===== config.mk =====
export PLATFORM = sky130hd
export DESIGN_NAME = wb_iprefetch
export DESIGN_NICKNAME = d
export VERILOG_FILES = /design/src/rtl/wb_iprefetch_pkg.sv /design/src/rtl/wb_iprefetch_fifo.sv /design/src/rtl/wb_iprefetch.sv
export SDC_FILE = /design/constraint.sdc
export NUM_CORES = 1
export LEC_CHECK = 0
export CORE_MARGIN = 2
export CORE_UTILIZATION = 35
export CTS_CLUSTER_SIZE = 20
export DETAILED_ROUTE_END_ITERATION = 10
export GPL_ROUTABILITY_DRIVEN = 0
export GPL_TIMING_DRIVEN = 1
export MAX_ROUTING_LAYER = met4
export SKIP_LAST_GASP = 1
export SYNTH_ARGS = -nofsm -noshare
export SYNTH_HDL_FRONTEND = slang
export SYNTH_HIERARCHICAL = 1
export SYNTH_SLANG_ARGS = --single-unit

===== constraint.sdc =====
create_clock -name wb_clk_i -period 12.25 [get_ports wb_clk_i]
set_input_delay 3.675 -clock wb_clk_i [delete_from_list [all_inputs] [get_ports wb_clk_i]]
set_output_delay 3.675 -clock wb_clk_i [all_outputs]
set_load 0.01 [all_outputs]

===== src/rtl/wb_iprefetch_pkg.sv =====
// wb_iprefetch_pkg
//   Shared definitions for the instruction prefetch buffer:
//   - pf_state_t : controller states (PF_IDLE, PF_STREAM, PF_DRAIN)
//   - ADR_LSB    : number of byte-offset bits dropped from fetch addresses
//   - word_aw()  : word-address width for a given byte-address width
package wb_iprefetch_pkg;

  typedef enum logic [1:0] {
    PF_IDLE   = 2'd0,
    PF_STREAM = 2'd1,
    PF_DRAIN  = 2'd2
  } pf_state_t;

  localparam int ADR_LSB = 2;

  function automatic int word_aw(input int aw);
    return aw - ADR_LSB;
  endfunction

endpackage


===== src/rtl/wb_iprefetch_fifo.sv =====
// wb_iprefetch_fifo
//   DEPTH x 32 circular buffer holding prefetched instruction words.
//   Ports:
//     clk, rst      clock, asynchronous active-high reset
//     clear         empties the buffer (wins over push/pop)
//     push, push_data  write one word at the tail
//     pop           read one word from the head; data appears on rd_data
//                   the following cycle (registered)
//     rd_data       registered read data
//     count         number of buffered words, 0..DEPTH
//   The caller never pushes when full nor pops when empty.
module wb_iprefetch_fifo #(
  parameter int DEPTH = 4
) (
  input  logic                     clk,
  input  logic                     rst,
  input  logic                     clear,
  input  logic                     push,
  input  logic [31:0]              push_data,
  input  logic                     pop,
  output logic [31:0]              rd_data,
  output logic [$clog2(DEPTH):0]   count
);

  localparam int PW = $clog2(DEPTH);

  logic [31:0]   mem [DEPTH];
  logic [PW-1:0] wr_ptr;
  logic [PW-1:0] rd_ptr;

  // Storage carries no reset; only valid entries are ever read.
  always_ff @(posedge clk) begin
    if (push && !clear) mem[wr_ptr] <= push_data;
  end

  always_ff @(posedge clk or posedge rst) begin
    if (rst) begin
      wr_ptr  <= '0;
      rd_ptr  <= '0;
      count   <= '0;
      rd_data <= '0;
    end else if (clear) begin
      wr_ptr <= '0;
      rd_ptr <= '0;
      count  <= '0;
    end else begin
      if (push) wr_ptr <= wr_ptr + 1'b1;
      if (pop) begin
        rd_ptr  <= rd_ptr + 1'b1;
        rd_data <= mem[rd_ptr];
      end
      case ({push, pop})
        2'b10:   count <= count + 1'b1;
        2'b01:   count <= count - 1'b1;
        default: count <= count;
      endcase
    end
  end

endmodule


===== src/rtl/wb_iprefetch.sv =====
// wb_iprefetch
//   Instruction prefetch buffer between a CPU instruction Wishbone master
//   (s_*) and the SoC interconnect (m_*). Streams sequential words ahead of
//   the CPU; a sequential fetch that hits the buffer is acknowledged the
//   cycle after the request, anything else restarts the stream.
//   Ports:
//     wb_clk_i, wb_rst_i      clock, asynchronous active-high reset
//     s_adr_i/s_cyc_i/s_stb_i CPU fetch request (byte address, [1:0] ignored)
//     s_dat_o/s_ack_o         instruction word and one-cycle acknowledge
//     m_adr_o/m_cyc_o/m_stb_o interconnect request (word aligned)
//     m_dat_i/m_ack_i         interconnect read data and acknowledge
//     flush_i                 one-cycle pulse discarding buffered words
//     dbg_state               current controller state
//   Handshake: both sides are Wishbone classic reads. A master request is
//   held with a stable address until m_ack_i; the cycle that carries
//   m_ack_i completes it, and a new request may start the very next cycle.
//   A CPU request counts only while s_ack_o is low, so the ack cycle itself
//   is never taken as a new request.
module wb_iprefetch
  import wb_iprefetch_pkg::*;
#(
  parameter int DEPTH = 4,
  parameter int AW    = 32
) (
  input  logic          wb_clk_i,
  input  logic          wb_rst_i,
  input  logic [AW-1:0] s_adr_i,
  input  logic          s_cyc_i,
  input  logic          s_stb_i,
  output logic [31:0]   s_dat_o,
  output logic          s_ack_o,
  output logic [AW-1:0] m_adr_o,
  output logic          m_cyc_o,
  output logic          m_stb_o,
  input  logic [31:0]   m_dat_i,
  input  logic          m_ack_i,
  input  logic          flush_i,
  output pf_state_t     dbg_state
);

  localparam int WA = word_aw(AW);
  localparam int CW = $clog2(DEPTH) + 1;
  localparam int NW = CW + 1;

  pf_state_t      state;
  logic [WA-1:0]  head_adr;
  logic [WA-1:0]  fetch_adr;
  logic [WA-1:0]  miss_adr;
  logic           busy;
  logic           drain_flush;
  logic           sel_byp;
  logic [31:0]    byp_data;
  logic [31:0]    fifo_rd_data;
  logic [CW-1:0]  count;

  logic           req;
  logic [WA-1:0]  req_w;
  logic           in_stream;
  logic           nonempty;
  logic           hit;
  logic           bypass;
  logic           miss;
  logic           abort;
  logic           take_hit;
  logic           take_byp;
  logic           m_done;
  logic           start;
  logic           push;
  logic           pop;
  logic           clear;
  logic [NW-1:0]  next_cnt;
  logic [WA-1:0]  fetch_inc;
  logic [WA-1:0]  head_inc;
  logic           unused_adr_bits;

  assign unused_adr_bits = ^s_adr_i[ADR_LSB-1:0];

  always_comb begin
    req       = s_cyc_i & s_stb_i & ~s_ack_o;
    req_w     = s_adr_i[AW-1:ADR_LSB];
    in_stream = (state == PF_STREAM);
    nonempty  = (count != '0);
    m_done    = busy & m_ack_i;
    fetch_inc = fetch_adr + 1'b1;
    head_inc  = head_adr + 1'b1;
    hit       = req & in_stream & nonempty & (req_w == head_adr);
    // Empty buffer, and the word the CPU wants is completing right now.
    bypass    = req & in_stream & ~nonempty & m_done &
                (m_adr_o[AW-1:ADR_LSB] == req_w);
    // With an empty buffer and fetch_adr already at the request, the
    // request simply waits for the stream to deliver it.
    miss      = req & in_stream & ~hit & ~bypass &
                (nonempty ? (req_w != head_adr) : (req_w != fetch_adr));
    abort     = in_stream & (miss | flush_i);
    take_hit  = hit & ~flush_i;
    take_byp  = bypass & ~flush_i;
    start     = (state == PF_IDLE) & req & ~flush_i;
    pop       = take_hit;
    push      = in_stream & m_done & ~abort & ~take_byp;
    clear     = abort | start;
    next_cnt  = {1'b0, count} + NW'(push) - NW'(pop);
  end

  wb_iprefetch_fifo #(.DEPTH(DEPTH)) u_fifo (
    .clk       (wb_clk_i),
    .rst       (wb_rst_i),
    .clear     (clear),
    .push      (push),
    .push_data (m_dat_i),
    .pop       (pop),
    .rd_data   (fifo_rd_data),
    .count     (count)
  );

  // busy is the outstanding-transfer flag; tying cyc/stb straight to it
  // lets the asynchronous reset drop the bus request immediately.
  assign m_cyc_o   = busy;
  assign m_stb_o   = busy;
  assign s_dat_o   = sel_byp ? byp_data : fifo_rd_data;
  assign dbg_state = state;

  always_ff @(posedge wb_clk_i or posedge wb_rst_i) begin
    if (wb_rst_i) begin
      state       <= PF_IDLE;
      head_adr    <= '0;
      fetch_adr   <= '0;
      miss_adr    <= '0;
      busy        <= 1'b0;
      drain_flush <= 1'b0;
      sel_byp     <= 1'b0;
      byp_data    <= '0;
      s_ack_o     <= 1'b0;
      m_adr_o     <= '0;
    end else begin
      s_ack_o <= 1'b0;
      case (state)
        PF_IDLE: begin
          if (start) begin
            head_adr  <= req_w;
            fetch_adr <= req_w;
            m_adr_o   <= {req_w, 2'b00};
            busy      <= 1'b1;
            state     <= PF_STREAM;
          end
        end

        PF_STREAM: begin
          if (abort) begin
            if (busy && !m_ack_i) begin
              // Wishbone cannot abandon a strobed transfer: wait it out.
              state       <= PF_DRAIN;
              miss_adr    <= req_w;
              drain_flush <= flush_i;
            end else if (flush_i) begin
              busy  <= 1'b0;
              state <= PF_IDLE;
            end else begin
              head_adr  <= req_w;
              fetch_adr <= req_w;
              m_adr_o   <= {req_w, 2'b00};
              busy      <= 1'b1;
            end
          end else begin
            if (take_hit || take_byp) begin
              s_ack_o  <= 1'b1;
              sel_byp  <= take_byp;
              head_adr <= head_inc;
            end
            if (take_byp) byp_data <= m_dat_i;
            if (m_done) begin
              fetch_adr <= fetch_inc;
              // Chain the next transfer only if it still has a slot.
              if (next_cnt < NW'(DEPTH)) m_adr_o <= {fetch_inc, 2'b00};
              else                       busy    <= 1'b0;
            end else if (!busy && count < CW'(DEPTH)) begin
              m_adr_o <= {fetch_adr, 2'b00};
              busy    <= 1'b1;
            end
          end
        end

        PF_DRAIN: begin
          if (m_ack_i) begin
            if (drain_flush) begin
              busy  <= 1'b0;
              state <= PF_IDLE;
            end else begin
              head_adr  <= miss_adr;
              fetch_adr <= miss_adr;
              m_adr_o   <= {miss_adr, 2'b00};
              state     <= PF_STREAM;
            end
          end
        end

        default: state <= PF_IDLE;
      endcase
    end
  end

endmodule


==> results of run 1 <==
## layer usage
| metal | global-route usage, % | up-vias | share of wire [%] |
|---|---|---|---|
| li1 | - | 6027 | - |
| met1 | 26.85 | 6861 | 42 |
| met2 | 33.39 | 592 | 46 |
| met3 | 4.027 | 136 | 7.5 |
| met4 | 9.340 | 0 | 4.4 |
| met5 | - | - | 0 |
## flip-flops by register name (all words and copies together) (netlist names)
name and flops:
s_ack_o 1, u_fifo/mem 128, fetch_adr 30, drain_flush 1
u_fifo/wr_ptr 2, head_adr 30, m_cyc_o 1, m_adr_o 30
u_fifo/count 3, u_fifo/rd_ptr 2, miss_adr 30, u_fifo/rd_data 32
byp_data 32, sel_byp 1, dbg_state 2
## Yosys cell counts, types with 28 or more instances
cell / n / area, sq um
a31oi_1: 36 / 225.2
edfxtp_1: 128 / 3844
inv_1: 41 / 153.9
o22a_1: 28 / 245.2
o21ai_0: 48 / 240.2
clkbuf_1: 64 / 240.2
o221ai_2: 30 / 450.4
buf_2: 30 / 150.1
a21oi_1: 45 / 225.2
mux2i_1: 79 / 790.8
nand3_1: 42 / 210.2
xor2_1: 47 / 411.6
dfrtp_1: 197 / 4930
nand2_1: 136 / 510.5
xnor2_1: 53 / 464.2
nor2_1: 72 / 270.3
mux2_2: 88 / 991.0
## tightest hold or removal path, delay by kind of cell (launching register included)
family             cells  cell delay [ps]
DFF                    1              340
and+or+nand+nor        1               40
AOI/OAI and AO/OA      1               60
## report_power, final
part           internal (W)  leakage, nW  switching (W)
logic              0.000821         3.48        0.00120
clock network      0.000694        0.611       0.000463
registers           0.00137         3.66       0.000326
total               0.00289         7.75        0.00199
## metrics by stage
stage / utilization [%] / hold slack, ps / std cells
finish: 41.74 / 481.3 / 2333
global route: 41.74 / 496.0 / 2333
CTS: 41.73 / 481.7 / 2331
detailed placement: 39.17 / 467.5 / 2265
global placement: 39.17 / 465.2 / 2265
floorplan: - / 444.9 / 1561
## kinds of logic after synthesis
| logic type | after synthesis |
|---|---|
| simple gates | 405 |
| compound gates | 387 |
| flops | 325 |
| mux | 167 |
| buf+inv | 161 |
| xor+xnor | 100 |
| fa+ha+maj | 14 |
| other cells | 1 |
## area by class of cell
cell class                      instances  share of cell area (%)
Multi-Input combinational cell       1075                   38.74
Sequential cell                       325                   42.78
Inverter                               41                  0.7745
Clock buffer                           49                   4.934
Clock inverter                         17                   1.207
Antenna cell                            2                 0.02439
Timing Repair Buffer                  160                   7.489
Tap cell                              664                   4.049
## how the worst min path moves through the flow
stage	from	to	slack (ps)	depth (start not counted)
finish	miss_adr[26]$_DFFE_PP0P_	miss_adr[26]$_DFFE_PP0P_	480	2
global route	miss_adr[26]$_DFFE_PP0P_	miss_adr[26]$_DFFE_PP0P_	500	2
CTS	miss_adr[26]$_DFFE_PP0P_	miss_adr[26]$_DFFE_PP0P_	480	2
detailed placement	u_fifo/rd_data[22]$_DFFE_PP0P_	u_fifo/rd_data[22]$_DFFE_PP0P_	470	2
global placement	miss_adr[26]$_DFFE_PP0P_	miss_adr[26]$_DFFE_PP0P_	470	2
floorplan	miss_adr[26]$_DFFE_PP0P_	miss_adr[26]$_DFFE_PP0P_	440	2
==> key figures, run 1 <==
Clocking
  • Clock sink count: approximately 330
  • Clk Latency, worst-skew pair: around 560 ps
  • Post-CTS resize count: 0
  • Clock transition at the registers of the reported paths: about 60 ps
  • Hold_buf cts: 0
  • # Post-CTS Setup Buffers: 0
  • CTS tree: done
  • Clock buffer depth: 3
  • CTS root buf: clkbuf_16
  • H-tree lvl count: 2
  • Num CTS Buffers: 37

Synth
  • Cells after synthesis: around 1600
  • Synth cell types: slightly above 80
  • Post-synthesis mux area share: about a tenth
  • Simple-Gate Fraction of Synth Area: about 11%
  • Ys Warns: 6
  • EDFF count, synth: roughly 130
  • Sequential element share of the synthesized area: 50.16%
  • Avg Cell Area, Syn: roughly 11 sq um
  • Largest family of logic cells by synthesized area: compound AO/OA/AOI/OAI gates
  • Post-synth top flop: dfrtp_1
  • Adder-Cell Fraction of Synth Area: under 10%
  • Synth Area in XOR/XNOR: about 5.0%
  • Synth Cell Area: ~17000 sq um
  • #FFs+latches synth: between 300 and 400
  • Ys async rst share: about three fifths
  • Synth Area in Compound Gates: 17.69%

Routing
  • Pre-antenna DRT Iters: 5
  • Post-DR wirelength/cell: between 20 and 25 um
  • Routed vias: ~14000
  • Vias/cell: about 5.8
  • Antenna-violating nets left: 0
  • WL final: between 50 and 60 mm
  • Drc violations: 0
  • Initial DRC Count: ~1200

STA
  • Tightest Pin Transition: between 1000 and 1500 ps
  • Final setup viols: 0
  • Slew HR: between 10% and 20%
  • Setup WS post-layout: roughly 2700 ps
  • Final Hold Viols: 0
  • Min Tclk post-route: ~9500 ps
  • Fmax: between 0.1 and 0.15 GHz
  • Layout Skew: approximately 15 ps
  • Tcrit/Tclk final: between 70% and 80%
  • Post-Route Setup TNS: 0 ps
  • Max-slew violations: 0
  • RSZ-0062 raised after global routing: no

Cells and area
  • Syn-to-layout area delta: 17.31%
  • Reg area: about 9000 sq um
  • Footprint of the multi-input gates: 7949 sq um
  • Layout net count: 1724
  • Fillers: between 4000 and 5000
  • Share of layout cells above drive strength 1: between 10% and 20%
  • Commonest non-fill, non-tap cell in the layout: dfrtp_1
  • Fin area: 20520 sq um
  • Most frequent cells in the layout: dfrtp_1, nand2_1, clkdlybuf4s50_1, edfxtp_1, mux2_2

Global route
  • Largest net degree at the start of global routing: between 60 and 70
  • Initial antenna violation count: 2
  • GRT Residual Overflow: 0
  • First-pass GRT wire length: 80.87 mm
  • Vias in the first global route: between 10000 and 15000
  • Tot GR Track Use: roughly a fifth

Worst setup path
  • Crit path capture: m_adr_o[5]$_DFFE_PP0P_
  • Slowest Stage Delay on Critical Path: slightly above 800 ps
  • Required @ worst endpoint: 12750 ps
  • Crit start category: primary input
  • Crit path launch: s_adr_i[11]
  • Worst Setup End Kind: flip-flop
  • Critical path class: primary input to flip-flop
  • Worst EP arrival: approximately 10000 ps
  • Crit path max-delay family: simple AND/OR/NAND/NOR gates
  • Slowest cell on crit path: nor4_1
  • FF-to-FF Start: u_fifo/count[2]$_DFFE_PP0P_
  • CP max FO: 60
  • Reg2reg path depth: 20
  • RR Endpoint: m_adr_o[5]$_DFFE_PP0P_
  • Cell Chain, Critical Path: clkdlybuf4s50_1 > xor2_1 > nor4_1 > nand2_1 > or4_1 > and2_4 > o211a_4 > nor2_2 > and3_1 > inv_1 > ha_1 > inv_1 > ha_1 > a31oi_1 > nor2b_1 > a21oi_1 > o22ai_1 > o311ai_4 > buf_4 > a311oi_1 > a21o_1
  • Critical path depth: 21
  • Buf/Inv on CP: 4
  • Reg2reg setup slack: between 5000 and 6000 ps

Die
  • Die H: about 230 um
  • Die Width: roughly 230 um
  • IO Count: between 100 and 150
  • Core ar.: between 40000 and 50000 sq um
  • Initial Util: a little over a third
  • Row count: between 80 and 90
  • Full die area: between 50000 and 60000 sq um

Outcome
  • Status: finished clean

Pwr
  • P_leak: slightly below 8 nW
  • Total power: 0.004875 W
  • Cell Pwr Density: around 240 nW/um^2
  • Worst IR drop on VDD: around 0.00012 V

Placement
  • PortBufs: 134
  • Placement Cell Area: 19250 sq um
  • HPWL Detailed: about 35 mm
  • Post-place setup slack: between 2000 and 2500 ps

Flow run
  • Number of max-cap violations: 0

Hold path
  • Worst min path class: flip-flop to flip-flop
Power figures use the tool's default switching activity.
==> run 2: changes to the inputs <==
Clock period 12.25 ns to 9.13 ns, I/O delays scaled along.
==> key figures, run 2 (synthesized netlist as in run 1, its figures left out) <==
Outcome
  • Status: finished clean

Routing
  • Initial DRC Count: 1291 (+5.7%)
  • Vias/cell: 5.779 (-0.98%)
  • Post-DR wirelength/cell: 23.18 um (+0.89%)
  • Routed vias: 13560 (-0.43%)
  • Pre-antenna DRT Iters: 6 (+1)
  • Drc violations: 0 (unchanged)
  • Antenna-violating nets left: 0 (unchanged)
  • WL final: 54.37 mm (+1.4%)

Clocking
  • CTS tree: done
  • Post-CTS resize count: 0 (unchanged)
  • CTS root buf: clkbuf_16
  • # Post-CTS Setup Buffers: 0 (unchanged)
  • Clock sink count: 325 (unchanged)
  • Clk Latency, worst-skew pair: 580 ps (+20 ps)
  • Clock buffer depth: 3 (unchanged)
  • Clock transition at the registers of the reported paths: 60 ps (about the same)
  • H-tree lvl count: 2 (unchanged)
  • Hold_buf cts: 0 (unchanged)
  • Num CTS Buffers: 38 (+2.7%)

Cells and area
  • Top reg by flops: u_fifo/mem
  • Syn-to-layout area delta: 17.24% (about the same)
  • Layout net count: 1736 (+0.70%)
  • Share of layout cells above drive strength 1: 14.05% (+0.37 points)
  • Top flop regs: u_fifo/mem: 128 flops, byp_data: 32 flops, u_fifo/rd_data: 32 flops
  • Commonest non-fill, non-tap cell in the layout: dfrtp_1
  • Max reg flops: 128 (unchanged)
  • Core Util, Final: 41.72% (about the same)
  • Fin area: 20500 sq um (about the same)
  • Most frequent cells in the layout: dfrtp_1, nand2_1, clkdlybuf4s50_1, edfxtp_1, mux2_2

STA
  • Post-Route Setup TNS: 0 ps (unchanged)
  • Tightest Pin Transition: 1175 ps (-44.07 ps)
  • Min Tclk post-route: 7935 ps
  • Final setup viols: 0 (unchanged)
  • Slew HR: 21.69% (+3.0 points)
  • Final Hold Viols: 0 (unchanged)
  • Fmax: around 0.13 GHz
  • RSZ-0062 raised after global routing: no
  • Tcrit/Tclk final: 86.92%
  • Max-slew violations: 0 (unchanged)
  • Layout Skew: 34.41 ps (+19.88 ps)

Placement
  • HPWL Detailed: 35.82 mm (+2.7%)
  • PortBufs: 134 (unchanged)
  • Placement Cell Area: 19340 sq um (+0.48%)

Pwr
  • Switching Share: 41.63% (+0.84 points)
  • Clock power share: 22.4% (-1.3 points)
  • Int Power: 0.003773 W (+31%)
  • Flop pwr share: 35.2% (+0.4 points)
  • Switch Pwr: 0.002691 W (+35%)
  • Cell Pwr Density: 315.2 nW/um^2 (+33%)
  • Comb pwr share: 42.4% (+0.9 points)
  • P_leak: 7.771 nW (+0.30%)
  • Worst IR drop on VDD: 0.0001735 V (+39%)

Hold path
  • WHS Path Cells: 2 (unchanged)
  • Worst min path class: flip-flop to flip-flop

Global route
  • Initial antenna violation count: 2 (unchanged)
  • Vias in the first global route: 13300 (+0.43%)
  • Tot GR Track Use: 21.58% (+0.29 points)
  • GRT Residual Overflow: 0 (unchanged)
  • First-pass GRT wire length: 81.93 mm (+1.3%)
  • Largest net degree at the start of global routing: 66 (unchanged)

Die
  • Die H: 227.5 um (unchanged)
  • Initial Util: 35.58% (unchanged)
  • Core ar.: 49150 sq um (unchanged)
  • Full die area: 51770 sq um (unchanged)
  • Row count: 81 (unchanged)
  • Die Width: 227.5 um (unchanged)
  • IO Count: 139 (unchanged)

Flow run
  • Number of max-cap violations: 0 (unchanged)

Worst setup path
  • Crit start category: primary input
  • Required @ worst endpoint: 9600 ps (-3150 ps)
  • Worst EP arrival: 8400 ps (-1620 ps)
  • Critical path class: primary input to flip-flop
  • CP max FO: 24 (-60%)
  • Reg2reg path depth: 20 (unchanged)
  • Worst Setup End Kind: flip-flop
-- run 2: area by class of cell --
type,instances,area (sq um)
Antenna cell,2,5.005
Clock buffer,50,1026
Clock inverter,18,128.9
Fill cell,4693,28650
Inverter,41,158.9
Multi-Input combinational cell,1075,7946
Sequential cell,325,8777
Tap cell,664,830.8
Timing Repair Buffer,171,1632
-- run 2: final timing paths --
| kind | start | to | slack (ps) |
|---|---|---|---|
| min in group asynchronous | wb_rst_i | byp_data[21]$_DFFE_PP0P_ | 2650 |
| max in group asynchronous | wb_rst_i | fetch_adr[15]$_DFFE_PP0P_ | 5160 |
| worst min register to register | u_fifo/rd_data[7]$_DFFE_PP0P_ | u_fifo/rd_data[7]$_DFFE_PP0P_ | 490 |
| worst min-delay path | u_fifo/rd_data[7]$_DFFE_PP0P_ | u_fifo/rd_data[7]$_DFFE_PP0P_ | 490 |
| worst max register to register | u_fifo/count[0]$_DFFE_PP0P_ | m_adr_o[15]$_DFFE_PP0P_ | 3120 |
| worst max-delay path | s_adr_i[16] | m_adr_o[15]$_DFFE_PP0P_ | 1190 |
-- run 2: critical path: stages --
cell and delay, ps:
clkdlybuf4s50_1 630, xor2_1 260, nor4_1 520, nand2_1 150, or4_1 700, and2_4 230
o211a_4 270, nor2_2 330, and3_1 240, inv_1 50, ha_1 170, inv_1 50
ha_1 210, a31oi_1 220, nor3b_1 90, a21oi_1 150, o22ai_1 140, o311ai_4 550
buf_4 350, a311oi_1 80, a21o_1 220
-- run 2: metal layers --
metal	track usage, %	up-vias	wire length (um)
li1	-	6052	-
met1	27.13	6791	22760
met2	34.06	577	25160
met3	4.814	138	4381
met4	8.033	0	2063
met5	-	-	0
-- run 2: per-stage QoR --
step           cells  hold WS, ps  setup WS (ps)  power [W]
6_report        2346        490.5           1195   0.006463
3_5_place_dp    2276        472.4          700.5   0.004983
4_1_cts         2344        489.0           1289   0.006456
3_3_place_gp    2276        466.9          703.8   0.004913
2_1_floorplan   1561        444.9           2128   0.004093
5_1_grt         2346        509.1          961.1   0.006809
-- run 2: power by group through the flow --
stage,registers [W],logic [W],clock network [W]
after floorplan,0.00210,0.00199,0
after global placement,0.00227,0.00264,0
after detailed placement,0.00228,0.00270,0
after CTS,0.00226,0.00271,0.00148
after global routing,0.00232,0.00295,0.00154
final,0.00228,0.00274,0.00144
